==> src/rtl/buffer_interconnect_v4_pkg.sv <==
// Shared types and sizing for the buffer RAM interconnect.
// Route codes: values below the port count select a source; anything else turns the destination off.
package buffer_interconnect_v4_pkg;
    localparam int ICN_E        = 2;
    localparam int ICN_FSIZE    = 16;
    localparam int DATA_W       = ICN_E * ICN_FSIZE;
    localparam int ADDR_W       = 32;
    localparam int ICN_PORT_NUM = 4;
    localparam int ICN_STAGES   = $clog2(ICN_PORT_NUM);
    localparam int ICN_SEL_W    = ICN_STAGES + 1;

    typedef logic [ICN_SEL_W-1:0] route_t;

    typedef enum logic [1:0] {RUN, DRAIN, SWAP} icn_state_t;

    typedef struct packed {
        logic              wren;
        logic [ADDR_W-1:0] waddr;
        logic [DATA_W-1:0] wdata;
        logic [ADDR_W-1:0] raddr;
    } buffer_ram_inputs_t;
endpackage

==> src/rtl/buffer_interconnect_v4_icn_mux_tree.sv <==
// One destination of the crossbar: a log2 mux tree whose select copy rides with each beat,
// with an optional register after every stage (PIPE_MASK bit i registers stage i).
module buffer_interconnect_v4_icn_mux_tree #(
    parameter int                  WIDTH     = 8,
    parameter int                  N         = 4,
    parameter int                  STAGES    = $clog2(N),
    parameter logic [STAGES-1:0]   PIPE_MASK = '1,
    parameter int                  SEL_W     = STAGES + 1
) (
    input  logic                      clk,
    input  logic                      rst,
    input  logic [N-1:0][WIDTH-1:0]   data_in,
    input  logic [N-1:0]              vld_in,
    input  logic [SEL_W-1:0]          sel,
    output logic                      launch,
    output logic                      vld_out,
    output logic [WIDTH-1:0]          data_out
);
    localparam int NP = 1 << STAGES;

    logic route_ok;
    // N never exceeds 2**STAGES, so every code with the MSB set also fails this compare.
    assign route_ok = (sel < SEL_W'(N));

    for (genvar l = 0; l <= STAGES; l++) begin : g_lv
        localparam int CNT = NP >> l;
        logic [CNT-1:0]            v;
        logic [CNT-1:0][WIDTH-1:0] d;
        logic [SEL_W-1:0]          s;
        logic                      en;

        if (l == 0) begin : g_leaf
            for (genvar j = 0; j < NP; j++) begin : g_in
                if (j < N) begin : g_live
                    assign v[j] = vld_in[j];
                    assign d[j] = data_in[j];
                end else begin : g_tie
                    assign v[j] = 1'b0;
                    assign d[j] = '0;
                end
            end
            assign s  = sel;
            assign en = route_ok;
        end else begin : g_node
            logic [CNT-1:0]            v_c;
            logic [CNT-1:0][WIDTH-1:0] d_c;
            always_comb begin
                v_c = '0;
                d_c = '0;
                for (int j = 0; j < CNT; j++) begin
                    v_c[j] = g_lv[l-1].s[l-1] ? g_lv[l-1].v[2*j+1] : g_lv[l-1].v[2*j];
                    d_c[j] = g_lv[l-1].s[l-1] ? g_lv[l-1].d[2*j+1] : g_lv[l-1].d[2*j];
                end
            end
            if (PIPE_MASK[l-1]) begin : g_reg
                always_ff @(posedge clk or posedge rst) begin
                    if (rst) begin
                        v  <= '0;
                        d  <= '0;
                        s  <= '0;
                        en <= 1'b0;
                    end else begin
                        v  <= v_c;
                        d  <= d_c;
                        s  <= g_lv[l-1].s;
                        en <= g_lv[l-1].en;
                    end
                end
            end else begin : g_wire
                assign v  = v_c;
                assign d  = d_c;
                assign s  = g_lv[l-1].s;
                assign en = g_lv[l-1].en;
            end
        end
    end

    assign launch   = route_ok & g_lv[0].v[sel[STAGES-1:0]];
    assign vld_out  = g_lv[STAGES].v[0] & g_lv[STAGES].en;
    assign data_out = g_lv[STAGES].en ? g_lv[STAGES].d[0] : '0;
endmodule

==> src/rtl/buffer_interconnect_v4.sv <==
// Crossbar between compute modules and buffer RAM banks: request path and read path,
// a registered route table and a drain-before-swap reconfiguration FSM.
module buffer_interconnect_v4
    import buffer_interconnect_v4_pkg::*;
#(
    parameter int                          PORT_NUM  = ICN_PORT_NUM,
    parameter logic [$clog2(PORT_NUM)-1:0] PIPE_MASK = '1,
    localparam int                         SEL_W     = $clog2(PORT_NUM) + 1
) (
    input  logic                                 clk,
    input  logic                                 rst,
    input  buffer_ram_inputs_t [PORT_NUM-1:0]    req_in,
    input  logic [PORT_NUM-1:0]                  req_vld_in,
    output buffer_ram_inputs_t [PORT_NUM-1:0]    req_out,
    output logic [PORT_NUM-1:0]                  req_vld_out,
    input  logic [PORT_NUM-1:0][DATA_W-1:0]      rd_in,
    input  logic [PORT_NUM-1:0]                  rd_vld_in,
    output logic [PORT_NUM-1:0][DATA_W-1:0]      rd_out,
    output logic [PORT_NUM-1:0]                  rd_vld_out,
    input  logic                                 cfg_valid,
    output logic                                 cfg_ready,
    input  logic [PORT_NUM-1:0][SEL_W-1:0]       cfg_wsel,
    input  logic [PORT_NUM-1:0][SEL_W-1:0]       cfg_rsel,
    output logic                                 quiesce,
    output logic                                 busy,
    output logic                                 sel_err,
    output icn_state_t                           dbg_state
);
    localparam int STAGES = $clog2(PORT_NUM);
    localparam int L      = $countones(PIPE_MASK);
    localparam int CNT_W  = $clog2(2 * PORT_NUM * (L + 1)) + 1;
    localparam int REQ_W  = $bits(buffer_ram_inputs_t);
    localparam logic [SEL_W-1:0] ROUTE_OFF = {1'b1, {(SEL_W-1){1'b0}}};

    // Config handshake: cfg_valid is held by the requester until cfg_ready, which pulses for
    // exactly one cycle when the table captured at cfg_valid's first cycle goes live.
    icn_state_t                    state;
    logic [PORT_NUM-1:0][SEL_W-1:0] wsel_tab, rsel_tab, wsel_pend, rsel_pend;
    logic [PORT_NUM-1:0]           launch_w, launch_r;
    logic [PORT_NUM-1:0][REQ_W-1:0] req_flat, req_pay;
    logic [CNT_W-1:0]              cnt, inc, dec;

    assign req_flat  = req_in;
    assign dbg_state = state;
    assign busy      = (cnt != '0);

    for (genvar k = 0; k < PORT_NUM; k++) begin : g_dst
        buffer_interconnect_v4_icn_mux_tree #(
            .WIDTH(REQ_W), .N(PORT_NUM), .STAGES(STAGES), .PIPE_MASK(PIPE_MASK), .SEL_W(SEL_W)
        ) u_req_tree (
            .clk(clk), .rst(rst), .data_in(req_flat), .vld_in(req_vld_in), .sel(wsel_tab[k]),
            .launch(launch_w[k]), .vld_out(req_vld_out[k]), .data_out(req_pay[k])
        );
        buffer_interconnect_v4_icn_mux_tree #(
            .WIDTH(DATA_W), .N(PORT_NUM), .STAGES(STAGES), .PIPE_MASK(PIPE_MASK), .SEL_W(SEL_W)
        ) u_rd_tree (
            .clk(clk), .rst(rst), .data_in(rd_in), .vld_in(rd_vld_in), .sel(rsel_tab[k]),
            .launch(launch_r[k]), .vld_out(rd_vld_out[k]), .data_out(rd_out[k])
        );
    end

    always_comb begin
        buffer_ram_inputs_t p;
        req_out = '0;
        for (int k = 0; k < PORT_NUM; k++) begin
            p          = req_pay[k];
            p.wren     = p.wren & req_vld_out[k];
            req_out[k] = p;
        end
    end

    // Beats are counted per destination, so a broadcast adds one per selecting destination.
    always_comb begin
        inc = '0;
        dec = '0;
        for (int k = 0; k < PORT_NUM; k++) begin
            inc = inc + CNT_W'(launch_w[k]) + CNT_W'(launch_r[k]);
            dec = dec + CNT_W'(req_vld_out[k]) + CNT_W'(rd_vld_out[k]);
        end
    end

    always_ff @(posedge clk or posedge rst) begin
        if (rst) cnt <= '0;
        else     cnt <= cnt + inc - dec;
    end

    // Only the canonical off code is silent; any other code at or above PORT_NUM is flagged.
    function automatic logic route_bad(input logic [PORT_NUM-1:0][SEL_W-1:0] tab);
        route_bad = 1'b0;
        for (int k = 0; k < PORT_NUM; k++)
            if (tab[k] >= SEL_W'(PORT_NUM) && tab[k] != ROUTE_OFF) route_bad = 1'b1;
    endfunction

    always_ff @(posedge clk or posedge rst) begin
        if (rst) begin
            state     <= RUN;
            quiesce   <= 1'b0;
            cfg_ready <= 1'b0;
            sel_err   <= 1'b0;
            wsel_tab  <= {PORT_NUM{ROUTE_OFF}};
            rsel_tab  <= {PORT_NUM{ROUTE_OFF}};
            wsel_pend <= {PORT_NUM{ROUTE_OFF}};
            rsel_pend <= {PORT_NUM{ROUTE_OFF}};
        end else begin
            case (state)
                RUN: if (cfg_valid) begin
                    wsel_pend <= cfg_wsel;
                    rsel_pend <= cfg_rsel;
                    quiesce   <= 1'b1;
                    state     <= DRAIN;
                end
                DRAIN: if (!busy && !(|req_vld_in) && !(|rd_vld_in)) begin
                    cfg_ready <= 1'b1;
                    state     <= SWAP;
                end
                SWAP: begin
                    wsel_tab  <= wsel_pend;
                    rsel_tab  <= rsel_pend;
                    sel_err   <= sel_err | route_bad(wsel_pend) | route_bad(rsel_pend);
                    cfg_ready <= 1'b0;
                    quiesce   <= 1'b0;
                    state     <= RUN;
                end
                default: state <= RUN;
            endcase
        end
    end
endmodule

==> config.mk <==
export PLATFORM = sky130hd
export DESIGN_NAME = buffer_interconnect_v4
export DESIGN_NICKNAME = d
export VERILOG_FILES = /design/src/rtl/buffer_interconnect_v4_pkg.sv /design/src/rtl/buffer_interconnect_v4_icn_mux_tree.sv /design/src/rtl/buffer_interconnect_v4.sv
export SDC_FILE = /design/constraint.sdc
export NUM_CORES = 2
export LEC_CHECK = 0
export CAP_MARGIN = 15
export CORE_AREA = 4 4 421 423
export CTS_BUF_LIST = sky130_fd_sc_hd__clkbuf_2 sky130_fd_sc_hd__clkbuf_4 sky130_fd_sc_hd__clkbuf_8
export DETAILED_ROUTE_END_ITERATION = 8
export DIE_AREA = 0 0 425 427
export RECOVER_POWER = 50
export SYNTH_ARGS = -nofsm -noshare
export SYNTH_HDL_FRONTEND = slang
export SYNTH_SLANG_ARGS = --single-unit
==> constraint.sdc <==
create_clock -name clk -period 47.8 [get_ports clk]
set_input_delay 4.78 -clock clk [delete_from_list [all_inputs] [get_ports clk]]
set_output_delay 4.78 -clock clk [all_outputs]
set_load 0.01 [all_outputs]
* Yosys cells after proc, flatten, opt, wreduce, memory -nomap -nowiden
Index checks and enable logic that the tools add are counted. W data, S select, Z words.
Word-level totals: register bits 1663, output and inout port bits 530, input port bits 551
Operators by class: add/sub/neg operators 16, $lt $le $gt $ge 24, bitwise operators 22, reductions and logical operators 23, mux-type cells 89, equality and inequality tests 12
Operators by type and width (number):
- $mux W97 | 16
- $mux W32 | 16
- $mux W1 | 44
- $add A6 B1 Y6 | 4
- $ge A3 B3 Y1 const B | 8
- $lt A2 B3 Y1 const B | 8
- $lt A3 B3 Y1 const B | 8
- $ne A3 B3 Y1 const B | 8
- $and A1 B1 Y1 | 20
- $bmux W1 S2 | 8
- $add A5 B1 Y6 | 2
- $add A4 B1 Y5 | 2
- $logic_and A1 B1 Y1 | 10
- $add A3 B1 Y4 | 2
- $reduce_and A2 Y1 | 4
- $reduce_or A4 Y1 | 2
- $add A2 B1 Y3 | 2
- $add A6 B6 Y6 | 1
- $reduce_bool A6 Y1 | 1
- $sub A6 B6 Y6 | 1
- $add A1 B1 Y2 | 2
- $mux W2 | 2
- $ne A2 B2 Y1 const B | 2
- $pmux W1 S2 | 2
- other kinds (7) | 11

* Longest topological paths before layout
depth after elaboration 12, gate-level depth with buffers 20

* By module
Synthesis repeated with hierarchy kept, for this count alone.
Second synthesis, totals: cell total of the unflattened synthesis 4162, area, all modules 69484.1 um^2
By module, submodules not included:
- buffer_interconnect_v4_icn_mux_tree (g_dst[0].u_req_tree ...) | times used 4, cells each 737, area each 12339.3 um^2
- buffer_interconnect_v4_icn_mux_tree (g_dst[0].u_rd_tree ...) | times used 4, cells each 253, area each 4306.6 um^2
- buffer_interconnect_v4 | times used 1, cells each 202, area each 2900.3 um^2

* Worst setup path before layout
Ideal clock, no wire load.
path kind input to register, start point input port req_vld_in[3], end point register cnt[5], buffers on the path 0, data arrival time 8746 ps, required time 47672 ps, stages on the path 18, path slack 38927 ps, setup time 128 ps, cell sequence mux2_2 -> nor2_1 -> or3_1 -> fa_1 -> fa_1 -> inv_1 -> fa_1 -> fa_1 -> inv_1 -> fa_1 -> inv_1 -> ha_1 -> inv_1 -> fa_1 -> inv_1 -> a21o_1 -> a21oi_1 -> xor2_1
Between the ends: word-level cells in the longest chain between the ends 12
RTL lines:
- start: declaration | RTL line buffer_interconnect_v4.sv:13 | input logic [PORT_NUM-1:0] req_vld_in,
- $bmux W1 S2 | RTL line buffer_interconnect_v4_icn_mux_tree.sv:78 | assign launch = route_ok & g_lv[0].v[sel[STAGES-1:0]];
- $mux W1 (implied by the code) | RTL line buffer_interconnect_v4_icn_mux_tree.sv:78
- $and A1 B1 Y1 | RTL line buffer_interconnect_v4_icn_mux_tree.sv:78
- $add A1 B1 Y2 | RTL line buffer_interconnect_v4.sv:77 | inc = inc + CNT_W'(launch_w[k]) + CNT_W'(launch_r[k]);
- $add A2 B1 Y3 | RTL line buffer_interconnect_v4.sv:77
- $add A3 B1 Y4 | RTL line buffer_interconnect_v4.sv:77
- $add A4 B1 Y5 | RTL line buffer_interconnect_v4.sv:77
- $add A5 B1 Y6 | RTL line buffer_interconnect_v4.sv:77
- $add A6 B1 Y6 (*) (2 in a row) | RTL line buffer_interconnect_v4.sv:77
- $add A6 B6 Y6 (*) | RTL line buffer_interconnect_v4.sv:84 | else cnt <= cnt + inc - dec;
- $sub A6 B6 Y6 (*) | RTL line buffer_interconnect_v4.sv:84
- end signal: assignment | RTL line buffer_interconnect_v4.sv:84
- end: declaration | RTL line buffer_interconnect_v4.sv:41 | logic [CNT_W-1:0] cnt, inc, dec;
Mark *: on every way between the ends. The rest lies on a longest branch, timed or not. The select of a mux whose other input is x is not followed. A chain may end at the register's enable or synchronous reset.

==> results.ini <==
[status]
status=finished with violations
failed_checks=capacitance limit, slew limit

[global_routing]
grt_pass1_vias=42510
grt_max_degree=188
grt_pass1_wl_um=311200
grtUsageTotal_pct=23.73
grt_util_met3_pct=5.615
met2_usage_pct=39.66
grtUsageMet1_pct=29.17
gr-total-overflow=0
antenna_found_initial=157
top_usage_layer=met2

[cts]
cts.clk_slew.worst_paths_ps=60
cts-root-buf=clkbuf_8
htreeDepth=5
clk_latency_ps=1010
cts.repair.resized=0
ctsHoldBuffers=0
post-cts-setup-buffers=0
cts_tree=built
clkSinkCount=1655
clk_path_buf_depth=4
cts_buffers=304

[sta]
period_needed_ps=14410
finalMaxSlewViolations=891
fin_tns_setup_ps=0
finalCritPeriodShare_pct=30.15
finClkSkew_ps=53.30
finalSetupViolCount=0
timing.fmax_mhz=69.39
worst_slew_pin_slew_ps=7534
max_slew_margin_pct=-402.3
rsz0062_at_grt=false
hold_violations=0

[yosys]
synthTopCellsByArea=dfrtp_1 63%, mux2_2 28%, and2_1 4.9%
synth_top_area_share_pct=62.99
ys_seq_area_share_pct=63.63
synth_cells=4187
syn_nets=4759
yosys_warnings=0
ys_types=29
avgSynthCellArea_um2=15.55
synth_area_leader_cell=dfrtp_1
syn-cell-area_mm2=0.06512
synth_seq_cells=1655

[die]
chipHeight_um=427
core_mm2=0.1734
rows=153
start_util_pct=37.54
io_pins=1081
fp.dieW_um=425
die_area_mm2=0.1815

[placement]
dp_hpwl_um=146500
placed_cells=7402
io_buffers=1080
gp_congestion=0.8849

[power_and_ir_drop]
p_leak_nw=34.52
vdd_drop_max_v=0.00002776
power_density_mw_per_mm2=37.56

[cells_and_area]
syn_to_final_growth_pct=29.23
layout-drive-gt1-share_pct=37.91
layout.cells.non_filler=7972
fin_nets=5955

[worst_setup_path]
crit_buf_inv=5
cp.required_ps=48680
arrival_ps=15290
critPathCaptureType=asynchronous set/reset pin
cp_slowest_stage_delay_ps=5300
cp_common_cell=clkbuf_1
cp-start-kind=input port
path_cells=dlygate4sd3_1 -> clkinvlp_2 -> clkbuf_1 -> clkbuf_1 -> buf_12
worst-setup-path-type=in -> async
critPathSlowestCell=clkbuf_1
critPathTopFamily=buffers and inverters
critical_path.max_fanout=187

[routing]
vias=38950
drt_iter0_markers=2132
dr.pass1.iters=4
wl_um=217700
wire_per_inst_um=27.31
via_per_inst=4.886
drc_errors=0
final_antenna_net_count=0

[hold_path]
hp-class=reg -> reg

[flow_run]
cap_violations=21

-- state kept, by name (all words and copies together) (netlist names) --
register and flops:
g_dst.u_rd_tree.g_lv.en 8, rsel_pend 12, sel_err 1, g_dst.u_rd_tree.g_lv.s 4, g_dst.u_req_tree.g_lv.d 1164, rsel_tab 12
cnt 6, g_dst.u_req_tree.g_lv.v 12, wsel_tab 12, wsel_pend 12, quiesce 1, dbg_state 2
g_dst.u_req_tree.g_lv.s 4, cfg_ready 1, g_dst.u_rd_tree.g_lv.v 12, g_dst.u_rd_tree.g_lv.d 384, g_dst.u_req_tree.g_lv.en 8
-- report_power, final --
| group | total [mW] | switching (mW) | internal (mW) |
|---|---|---|---|
| clock | 1.36 | 0.575 | 0.788 |
| sequential | 1.50 | 0.0215 | 1.47 |
| combinational | 0.301 | 0.141 | 0.160 |
-- layer usage --
layer  routed length, µm  up-vias
met5                 221        -
met4               10570       34
met3               11620      554
met2              107400     1260
met1               87940    20320
li1                    -    16780
-- path summary, 6_finish.rpt --
| path | endpoint | slack, ps | startpoint | depth (start not counted) |
|---|---|---|---|---|
| setup / recovery | g_dst[0].u_rd_tree.g_lv[2].en$_DFF_PP0_ | 33390 | rst | 5 |
| hold / removal | g_dst[1].u_req_tree.g_lv[2].en$_DFF_PP0_ | 340 | g_dst[1].u_req_tree.g_lv[1].en$_DFF_PP0_ | 0 |
| setup reg to reg | g_dst[2].u_req_tree.g_lv[2].d[39]$_DFF_PP0_ | 40120 | g_dst[2].u_req_tree.g_lv[1].s[1]$_DFF_PP0_ | 3 |
| hold reg to reg | g_dst[1].u_req_tree.g_lv[2].en$_DFF_PP0_ | 340 | g_dst[1].u_req_tree.g_lv[1].en$_DFF_PP0_ | 0 |
| max in group clk | cnt[5]$_DFF_PP0_ | 39000 | req_vld_in[2] | 19 |
| min in group asynchronous | g_dst[3].u_req_tree.g_lv[2].d[30]$_DFF_PP0_ | 4730 | rst | 2 |
-- area by class of cell --
class | count | area (µm²)
Antenna cell | 74 | 185.2
Clock buffer | 473 | 5872
Clock inverter | 23 | 200.2
Fill cell | 15380 | 89290
Inverter | 50 | 188.9
Multi-Input combinational cell | 2239 | 22140
Sequential cell | 1655 | 41470
Tap cell | 2325 | 2909
Timing Repair Buffer | 1133 | 11180
-- Yosys cell counts --
cell type  instances
xnor2_1            2
and3_1             4
nor4_1             3
nor2b_1            2
ha_1               8
dfrtp_1         1639
mux2_2          1603
and2_1           514
a21oi_1            4
o21ai_0           26
and4_1             1
inv_1             50
mux2_1             1
dfstp_2           16
fa_1              13
buf_6              3
buf_4             73
clkbuf_1          57
or3_1              7
a21o_1             2
buf_2            110
o21bai_1           1
nor3b_4            1
nand2b_1           2
nor3_1             1
nand4_1            2
nor2_1            17
xor2_1             1
nand2_1           24
-- cells in the final DEF (no fill, tap or decap), drive strengths merged, types with 2 or more instances in the layout --
cell / n
fa: 13
o21ai: 26
buf: 36
clkbuf: 490
nor4: 3
ha: 8
mux2: 1604
and3: 4
nand4: 2
a21oi: 4
bufinv: 3
or3: 7
nand2: 24
and2: 514
inv: 49
clkdlybuf4s50: 816
dfrtp: 1639
a21o: 2
diode: 74
dlygate4sd3: 264
clkinvlp: 5
nor2: 17
xnor2: 2
nand2b: 2
dfstp: 16
clkinv: 16
nor2b: 2
-- per-stage QoR --
step | util [%] | power (mW) | worst slack (ps) | instance area, µm² | hold WS (ps)
floorplan | - | 1.676 | 20090 | 65120 | 331.2
global placement | 44.97 | 1.827 | 36700 | 78000 | 332.0
detailed placement | 44.97 | 1.829 | 36600 | 78000 | 336.9
CTS | 48.47 | 3.212 | 37710 | 84070 | 344.8
global route | 48.47 | 3.303 | 31450 | 84070 | 356.1
finish | 48.52 | 3.161 | 33390 | 84150 | 337.4
-- worst reg2reg max path, delay by kind of cell, from the launching register on --
kind,cells,cell delay (ps)
buffers and inverters,2,5570
DFF,1,1330
muxes,1,680
-- kinds of logic after synthesis --
kind of cell | count (synthesis) | share of synthesized area, %
DFF | 1655 | 63.63
muxes | 1604 | 27.74
and+or+nand+nor | 578 | 5.417
buffers and inverters | 293 | 2.356
AOI/OAI and AO/OA | 33 | 0.2652
adders and majority gates | 21 | 0.5534
xor gates and xnor gates | 3 | 0.04036
(Power assumes the default switching activity.)
